<file path="config.mk">
export PLATFORM = sky130hd
export DESIGN_NAME = da_seq_ctrl
export DESIGN_NICKNAME = d
export VERILOG_FILES = /design/src/rtl/da_pkg.sv /design/src/rtl/da_lut3.sv /design/src/rtl/da_seq_ctrl.sv
export SDC_FILE = /design/constraint.sdc
export NUM_CORES = 1
export LEC_CHECK = 0
export CORE_ASPECT_RATIO = 0.5
export CORE_UTILIZATION = 50
export CTS_BUF_LIST = sky130_fd_sc_hd__clkbuf_16
export DETAILED_ROUTE_END_ITERATION = 12
export PLACE_DENSITY = 0.8
export SLEW_MARGIN = 20
export SYNTH_ARGS = -nofsm -noshare
export SYNTH_HDL_FRONTEND = slang
export SYNTH_SLANG_ARGS = --single-unit
</file>
<file path="constraint.sdc">
create_clock -name clk -period 3.4 [get_ports clk]
set_input_delay 0.68 -clock clk [delete_from_list [all_inputs] [get_ports clk]]
set_output_delay 0.68 -clock clk [all_outputs]
set_load 0.02 [all_outputs]
</file>
<file path="src/rtl/da_pkg.sv">
// Shared definitions for the bit-serial distributed-arithmetic FIR:
// state encoding, default widths and the three tap coefficients.
package da_pkg;

    typedef enum logic [1:0] {
        IDLE = 2'd0,
        RUN  = 2'd1,
        HOLD = 2'd2
    } da_state_e;

    localparam int DA_W  = 8;
    localparam int DA_YW = 12;

    // y[n] = DA_C0*x[n] + DA_C1*x[n-1] + DA_C2*x[n-2]
    localparam int DA_C0 = 2;
    localparam int DA_C1 = 3;
    localparam int DA_C2 = 1;

endpackage

</file>
<file path="src/rtl/da_lut3.sv">
// Distributed-arithmetic table: sum of the coefficients whose tap bit is set.
// Address bit 0 is the newest sample, bit 2 the oldest.
module da_lut3
    import da_pkg::*;
(
    input  logic [2:0] addr_i,
    output logic [2:0] lut_o
);

    always_comb begin
        lut_o = 3'd0;
        case (addr_i)
            3'd0: lut_o = 3'd0;
            3'd1: lut_o = 3'(DA_C0);
            3'd2: lut_o = 3'(DA_C1);
            3'd3: lut_o = 3'(DA_C0 + DA_C1);
            3'd4: lut_o = 3'(DA_C2);
            3'd5: lut_o = 3'(DA_C0 + DA_C2);
            3'd6: lut_o = 3'(DA_C1 + DA_C2);
            3'd7: lut_o = 3'(DA_C0 + DA_C1 + DA_C2);
            default: lut_o = 3'd0;
        endcase
    end

endmodule

</file>
<file path="src/rtl/da_seq_ctrl.sv">
// 3-tap FIR computed bit-serially, MSB plane first, one bit plane per clock.
// Accept in IDLE, W cycles of RUN, then HOLD the result until consumed.
module da_seq_ctrl
    import da_pkg::*;
#(
    parameter int W  = DA_W,
    parameter int YW = DA_YW
) (
    input  logic                 clk,
    input  logic                 reset,
    input  logic signed [W-1:0]  x_in,
    input  logic                 x_valid,
    output logic                 x_ready,
    output logic signed [YW-1:0] y,
    output logic                 y_valid,
    input  logic                 y_ready,
    output logic                 busy
);

    localparam int CW = (W > 1) ? $clog2(W) : 1;

    da_state_e           state_q;
    logic [W-1:0]        d0_q, d1_q, d2_q;
    logic signed [YW-1:0] acc_q, acc_d, y_q;
    logic [CW-1:0]       cnt_q;
    logic                x_ready_q, y_valid_q, busy_q;

    logic [2:0]          lut_addr;
    logic [2:0]          lut_val;
    logic signed [YW-1:0] lut_ext, acc_sh;

    assign lut_addr = {d2_q[cnt_q], d1_q[cnt_q], d0_q[cnt_q]};

    da_lut3 u_lut (
        .addr_i (lut_addr),
        .lut_o  (lut_val)
    );

    // The sign plane carries negative weight in two's complement.
    always_comb begin
        lut_ext = YW'(lut_val);
        acc_sh  = acc_q << 1;
        acc_d   = (cnt_q == CW'(W - 1)) ? (acc_sh - lut_ext) : (acc_sh + lut_ext);
    end

    always_ff @(posedge clk) begin
        if (reset) begin
            state_q   <= IDLE;
            d0_q      <= '0;
            d1_q      <= '0;
            d2_q      <= '0;
            acc_q     <= '0;
            cnt_q     <= '0;
            y_q       <= '0;
            x_ready_q <= 1'b1;
            y_valid_q <= 1'b0;
            busy_q    <= 1'b0;
        end else begin
            case (state_q)
                IDLE: begin
                    if (x_valid) begin
                        d2_q      <= d1_q;
                        d1_q      <= d0_q;
                        d0_q      <= x_in;
                        acc_q     <= '0;
                        cnt_q     <= CW'(W - 1);
                        state_q   <= RUN;
                        x_ready_q <= 1'b0;
                        busy_q    <= 1'b1;
                    end
                end
                RUN: begin
                    acc_q <= acc_d;
                    cnt_q <= cnt_q - CW'(1);
                    if (cnt_q == '0) begin
                        y_q       <= acc_d;
                        state_q   <= HOLD;
                        busy_q    <= 1'b0;
                        y_valid_q <= 1'b1;
                    end
                end
                HOLD: begin
                    if (y_ready) begin
                        state_q   <= IDLE;
                        y_valid_q <= 1'b0;
                        x_ready_q <= 1'b1;
                    end
                end
                default: begin
                    state_q   <= IDLE;
                    x_ready_q <= 1'b1;
                    y_valid_q <= 1'b0;
                    busy_q    <= 1'b0;
                end
            endcase
        end
    end

    assign x_ready = x_ready_q;
    assign y_valid = y_valid_q;
    assign busy    = busy_q;
    assign y       = y_q;

endmodule

</file>
Word-level counts from Yosys, hierarchy flattened
Memory sizes are Yosys's and may differ from the RTL's.
Cells that the tools add are included.
{ "classes": {"addsub": 3, "n_mux": 24, "order_cmp": 1, "n_bitwise": 3, "reduce_logical": 10, "n_eq_ne": 6} }
{ "ops": {"columns": ["cell", "n"], "rows": [
  ["11-bit case mux with 2 select lines", 1],
  ["12-bit by 4-bit adder with 12-bit output", 1],
  ["12-bit two-way mux", 1],
  ["3-bit AND reduction", 4],
  ["12-bit by 4-bit subtractor with 12-bit output", 1],
  ["11-bit two-way mux", 1],
  ["1-bit binary-select mux with 3-bit select", 3],
  ["1-bit two-way mux", 9],
  ["1-bit case mux with 3 select lines", 3],
  ["2-bit two-way mux", 3],
  ["2-bit inequality test (second input constant)", 3],
  ["2-bit case mux with 3 select lines", 1],
  ["3-bit case mux with 2 select lines", 1],
  ["2-bit AND reduction", 3],
  ["3-bit by 4-bit < comparator with 1-bit output (second input constant)", 1],
  ["3-bit equality test (second input constant)", 1],
  ["3-bit zero test", 1],
  ["3-bit two-way mux", 1],
  ["1-bit inverter", 3],
  ["3-bit by 1-bit subtractor with 3-bit output (second input constant)", 1],
  ["2-bit by 1-bit equality test with 1-bit output (second input constant)", 1],
  ["2-bit equality test (second input constant)", 1],
  ["2-bit zero test", 1],
  ["2-bit nonzero test", 1]
]} }
{ "totals": {"wordCells": 58, "romBits": 24, "inputBits": 12, "out_inout_bits": 15, "regBits": 55, "n_memories": 1} }
{ "mem_list": {"columns": ["memory", "depth", "word_bits", "rd", "rd_clocked_by_memory_dff", "wr", "line", "source"], "rows": [
  ["(no name shown)", 8, 3, 1, 0, 0, "da_lut3.sv:12", "case (addr_i)"]
]} }

Logic depth before layout (Yosys ltp)
An unclocked memory read counts as a cell.
{ "depth": {"depth_word": 6, "depth_mapped": 16, "depth_no_buf": 15} }

By module
From an unflattened synthesis, not the netlist that was laid out.
{ "hier_totals": {"cells_unflattened": 341, "area_unflattened_um2": 2827.7} }
{ "by_module_without_submodules": {"columns": ["mod", "cells_each", "area_each_um2", "instances", "seq_area_each_um2"], "rows": [
  ["da_seq_ctrl", 337, 2783.9, 1, 1101.1],
  ["da_lut3", 4, 43.8, 1, 0.0]
]} }

Worst setup path after synthesis
OpenSTA, ideal clock, no wires.
{ "synth_timing": {"path_kind": "flip-flop to flip-flop", "from": "register cnt_q[0]", "to": "register acc_q[9]", "setup_slack_ns": -0.318, "synth_period_minus_slack_ns": 3.718, "arrival_ns": 3.660, "stages_incl_launch_ff": 16, "n_path_buf": 1, "setup_time_ns": 0.057, "required_ns": 3.343, "cell_sequence": "dfxtp_1 -> buf_4 -> mux4_2 -> mux2_2 -> ha_1 -> nor2_1 -> nor2_1 -> ha_1 -> inv_1 -> fa_1 -> a21o_1 -> nor4_1 -> nor2_1 -> a311o_1 -> a211oi_1 -> a21o_1"} }
{ "synth_via": {"elab_chain_len": 6, "word_cells_on_any_way": 12, "classes_between": "add/sub: 2; eq/ne: 1; mux: 8; memory: 1"} }
{ "synth_rtl": {"columns": ["item", "line", "source"], "rows": [
  ["from (decl)", "da_seq_ctrl.sv:25", "logic [CW-1:0] cnt_q;"],
  ["from (signal assigned)", "da_seq_ctrl.sv:66", "cnt_q <= CW'(W - 1);"],
  ["from (signal assigned)", "da_seq_ctrl.sv:74", "cnt_q <= cnt_q - CW'(1);"],
  ["1-bit binary-select mux with 3-bit select", "da_seq_ctrl.sv:32", "assign lut_addr = {d2_q[cnt_q], d1_q[cnt_q], d0_q[cnt_q]};"],
  ["1-bit two-way mux (not written as such)", "da_seq_ctrl.sv:32", null],
  ["memory 8 x 3 bit", null, null],
  ["12-bit by 4-bit adder with 12-bit output or 12-bit by 4-bit subtractor with 12-bit output (tied branches)", "da_seq_ctrl.sv:43", "acc_d = (cnt_q == CW'(W - 1)) ? (acc_sh - lut_ext) : (acc_sh + lut_ext);"],
  ["12-bit two-way mux *", "da_seq_ctrl.sv:43", null],
  ["11-bit case mux with 2 select lines *", "da_seq_ctrl.sv:59", "case (state_q)"],
  ["to (signal assigned)", "da_seq_ctrl.sv:52", "acc_q <= '0;"],
  ["to (signal assigned)", "da_seq_ctrl.sv:65", "acc_q <= '0;"],
  ["to (signal assigned)", "da_seq_ctrl.sv:73", "acc_q <= acc_d;"],
  ["to (decl)", "da_seq_ctrl.sv:24", "logic signed [YW-1:0] acc_q, acc_d, y_q;"]
]} }
Mark *: on every way between the ends. The rest lies on a longest branch, timed or not. The select of a mux whose other input is x is not followed.
A chain may end at the register's enable or synchronous reset.

Worst setup path after layout
{ "layout_timing": {"from": "register cnt_q[0]", "to": "register y_q[9] (netlist: y[9])"} }
{ "layout_via": {"elab_chain_len": 5, "word_cells_on_any_way": 13, "classes_between": "add/sub: 2; eq/ne: 1; mux: 7; reduce/logical: 2; memory: 1"} }
{ "layout_rtl": {"columns": ["item", "line", "source"], "rows": [
  ["1-bit binary-select mux with 3-bit select", "da_seq_ctrl.sv:32", null],
  ["1-bit two-way mux (not written as such)", "da_seq_ctrl.sv:32", null],
  ["memory 8 x 3 bit", null, null],
  ["12-bit by 4-bit adder with 12-bit output or 12-bit by 4-bit subtractor with 12-bit output (tied branches)", "da_seq_ctrl.sv:43", null],
  ["12-bit two-way mux", "da_seq_ctrl.sv:43", null],
  ["to (signal assigned)", "da_seq_ctrl.sv:54", "y_q <= '0;"],
  ["to (signal assigned)", "da_seq_ctrl.sv:76", "y_q <= acc_d;"],
  ["to (decl)", "da_seq_ctrl.sv:24", null]
]} }
Several ways; a longest one is shown, not always the timed one. The select of a mux whose other input is x is not followed.

==> flow_summary_export.csv <==
group,metric,value,unit
global_route,grt_max_degree,67,
die,start_util,54.7,%
detailed_routing,viasPerCell,5.90,
power_and_ir_drop,power_per_cell_area,471,nW/um^2
setup_path,rr_worst_depth,14,
die,fp.dieH,55.4,um
placed_design,dp_hpwl,4600,um
setup_path,crit_path_end_kind,"flop",
die,die_area,6020,um^2
synthesis,synthFlopType,"dfxtp_1",
cells_and_area,drive_gt1_share,15.3,%
synthesis,synth_nets,380,
setup_path,path_class,"reg2reg",
sta,max_clock_freq,0.289,GHz
clocking,cts_buffers,5,
detailed_routing,drcViolationCount,0,
placed_design,io_buffer_count,26,
sta,fin_ws,-0.0633,ns
synthesis,post_synth_most_frequent_cells,"nand2_1, dfxtp_1, a21oi_1",
synthesis,yosys-top-cells-area,"dfxtp_1, nand2_1, a21oi_1",
setup_path,rr_endpoint,"y[9]",
sta,rsz0062_at_grt,"yes",
setup_path,start_kind,"flop",
sta,finalHoldViolCount,0,
sta,setup_viol,4,
global_route,grt_use_total,24.9,%
clocking,cts_hold_buffers,0,
synthesis,synth_top_area_share,38.7,%
detailed_routing,vias,2644,
detailed_routing,ant_nets,0,
sta,timing.hold.ws,0.453,ns
setup_path,arrival,3.71,ns
clocking,root_buffer,"clkbuf_16",
setup_path,rr_startpoint,"cnt_q[0]",
clocking,cts_max_level,2,
cells_and_area,areaGrowthSynthToFinish,22.2,%
cells_and_area,stdcell_count,448,
clocking,worstSkewPairLatency,0.29,ns
clocking,cts_tree,"done",
clocking,clkTransAtPathRegs,0.07,ns
synthesis,async_reset_ff_share,0,%
global_route,gr-total-overflow,0,
hold_path,holdPathEnd,"y[6]",
detailed_routing,wl_per_cell,16.1,um
global_route,grt_pass1_vias,2487,
setup_path,worstPathRequired,3.64,ns
synthesis,yosys.area.top_type,"dfxtp_1",
power_and_ir_drop,finalPower,0.00164,W
detailed_routing,drtIter0Drc,173,
cells_and_area,fin_nets,400,
synthesis,yosysMostFrequentCell,"nand2_1",
detailed_routing,firstDrtPassIters,4,
synthesis,synth-edff-count,0,
die,num_rows,18,
sta,drv_slew,0,
clocking,clock-sinks,55,
synthesis,synth.cell_area,2850,um^2
clocking,max-clock-path-buffers,2,
placed_design,dp_worst_setup_slack,-0.253,ns
synthesis,ys_types,47,
global_route,antenna_found_initial,0,
detailed_routing,wirelength,7210,um
run_status,violations,"negative setup slack",
sta,worstMarginPinSlew,1.12,ns
global_route,grt_pass1_wl,11800,um
setup_path,r2r_slack,-0.06,ns
synthesis,yosysWarnings,0,
power_and_ir_drop,ir_worst_vdd,0.000295,V
setup_path,crit_fanout,5,
sta,min_period,3.46,ns
hold_path,hold_path_startpoint,"y[6]",
placed_design,dp.cells,438,
sta,max_slew_margin,25.0,%
run_status,status,"complete, but fails checks",
sta,fin_skew,0.00447,ns
placed_design,place.gp.congestion,0.891,
die,ios,27,
synthesis,netlist_instances,358,
synthesis,synth.avg_cell_area,7.95,um^2
die,coreArea,5200,um^2
hold_path,hold_path_class,"reg2reg",
die,die_width,109,um
flow_run,maxCapViolations,0,
hold_path,min_path_cells,2,
cells_and_area,diodes,0,
cells_and_area,post-route-util,66.9,%
power_and_ir_drop,p_leak,1.26,nW
synthesis,ys_seq_area_share,38.7,%
sta,period_share,102,%
synthesis,ys_seq_elements,55,
==> report_power, final <==
group | switching [W] | internal [W]
Sequential | 0.0000349 | 0.000678
Clock | 0.000234 | 0.000344
Combinational | 0.000207 | 0.000142
Total | 0.000476 | 0.00116
==> worst max-delay path by stage <==
stage	from	to	slack (ns)
3_5_place_dp	cnt_q[0]	acc_q[9]	-0.25
6_report	cnt_q[0]	y[9]	-0.06
5_1_grt	cnt_q[0]	y[9]	-0.21
2_1_floorplan	cnt_q[0]	acc_q[9]	0.03
3_3_place_gp	cnt_q[0]	y[9]	-0.13
4_1_cts	cnt_q[0]	y[9]	-0.03
==> per-stage QoR <==
step	setup TNS, ns	instance area, um^2
after detailed placement	-1.31	3190
after CTS	-0.0567	3410
after global routing	-0.958	3480
after global placement	-0.497	3190
final	-0.126	3480
after floorplan	0	2870
==> flip-flops by register name, indices dropped and copies added (netlist names) <==
signal,cells
acc_q,11
busy,1
cnt_q,3
d0_q,8
d1_q,8
d2_q,8
state_q,2
x_ready,1
y,12
y_valid,1
==> per-layer routing <==
metal / share of wire (%) / global-route usage, % / vias to the layer above
met4: 2.8 / 9.07 / 0
met5: 0 / 0 / -
met3: 6.0 / 4.72 / 20
li1: - / - / 1271
met2: 49 / 41.0 / 87
met1: 42 / 32.5 / 1266
==> logic make-up after synthesis <==
logic type / after synthesis / synth area share (%)
adder cells (fa/ha/maj): 10 / 4.92
buffers and inverters: 44 / 5.98
AND/OR/NAND/NOR: 158 / 25.6
AO/OA/AOI/OAI: 74 / 15.7
multiplexers: 9 / 6.72
flip-flops: 55 / 38.7
XOR/XNOR: 8 / 2.46
==> area by class of cell <==
class | instances | area [um^2]
inverter | 14 | 52.6
clock buffer | 5 | 125
fill | 415 | 1720
timing repair buffer | 43 | 385
multi-input combinational | 259 | 1690
clock inverter | 2 | 37.5
sequential | 55 | 1100
tap | 70 | 87.6
==> worst max-delay path, cell delays in order, from the launching register on <==
cell	delay (ns)
dfxtp_4	0.39
mux4_2	0.52
mux2_4	0.32
ha_4	0.28
nor2_4	0.04
nor2_4	0.14
ha_4	0.16
inv_2	0.04
fa_2	0.33
a21o_4	0.21
nor4_4	0.17
nor2_2	0.09
a311o_1	0.31
a211oi_2	0.27
a21o_1	0.14
==> cell usage in the layout, fill, tap and decap left out, types with 6 or more instances in the layout <==
| cell | count |
|---|---|
| buf_4 | 18 |
| mux4_2 | 6 |
| nand3_1 | 8 |
| nor4_1 | 6 |
| nor3_1 | 13 |
| nand2_1 | 71 |
| a21oi_1 | 42 |
| inv_1 | 12 |
| clkdlybuf4s50_1 | 25 |
| dfxtp_1 | 54 |
| nor2_1 | 30 |
==> timing repair <==
action                                 4_1_cts  5_1_grt
resized for setup                            9       12
setup endpoints to repair                    9       12
endpoints found under the hold margin        0        0
buffers inserted                             3        1
pin swaps                                    2        7
No activity file was read; power rests on OpenSTA's default activity.
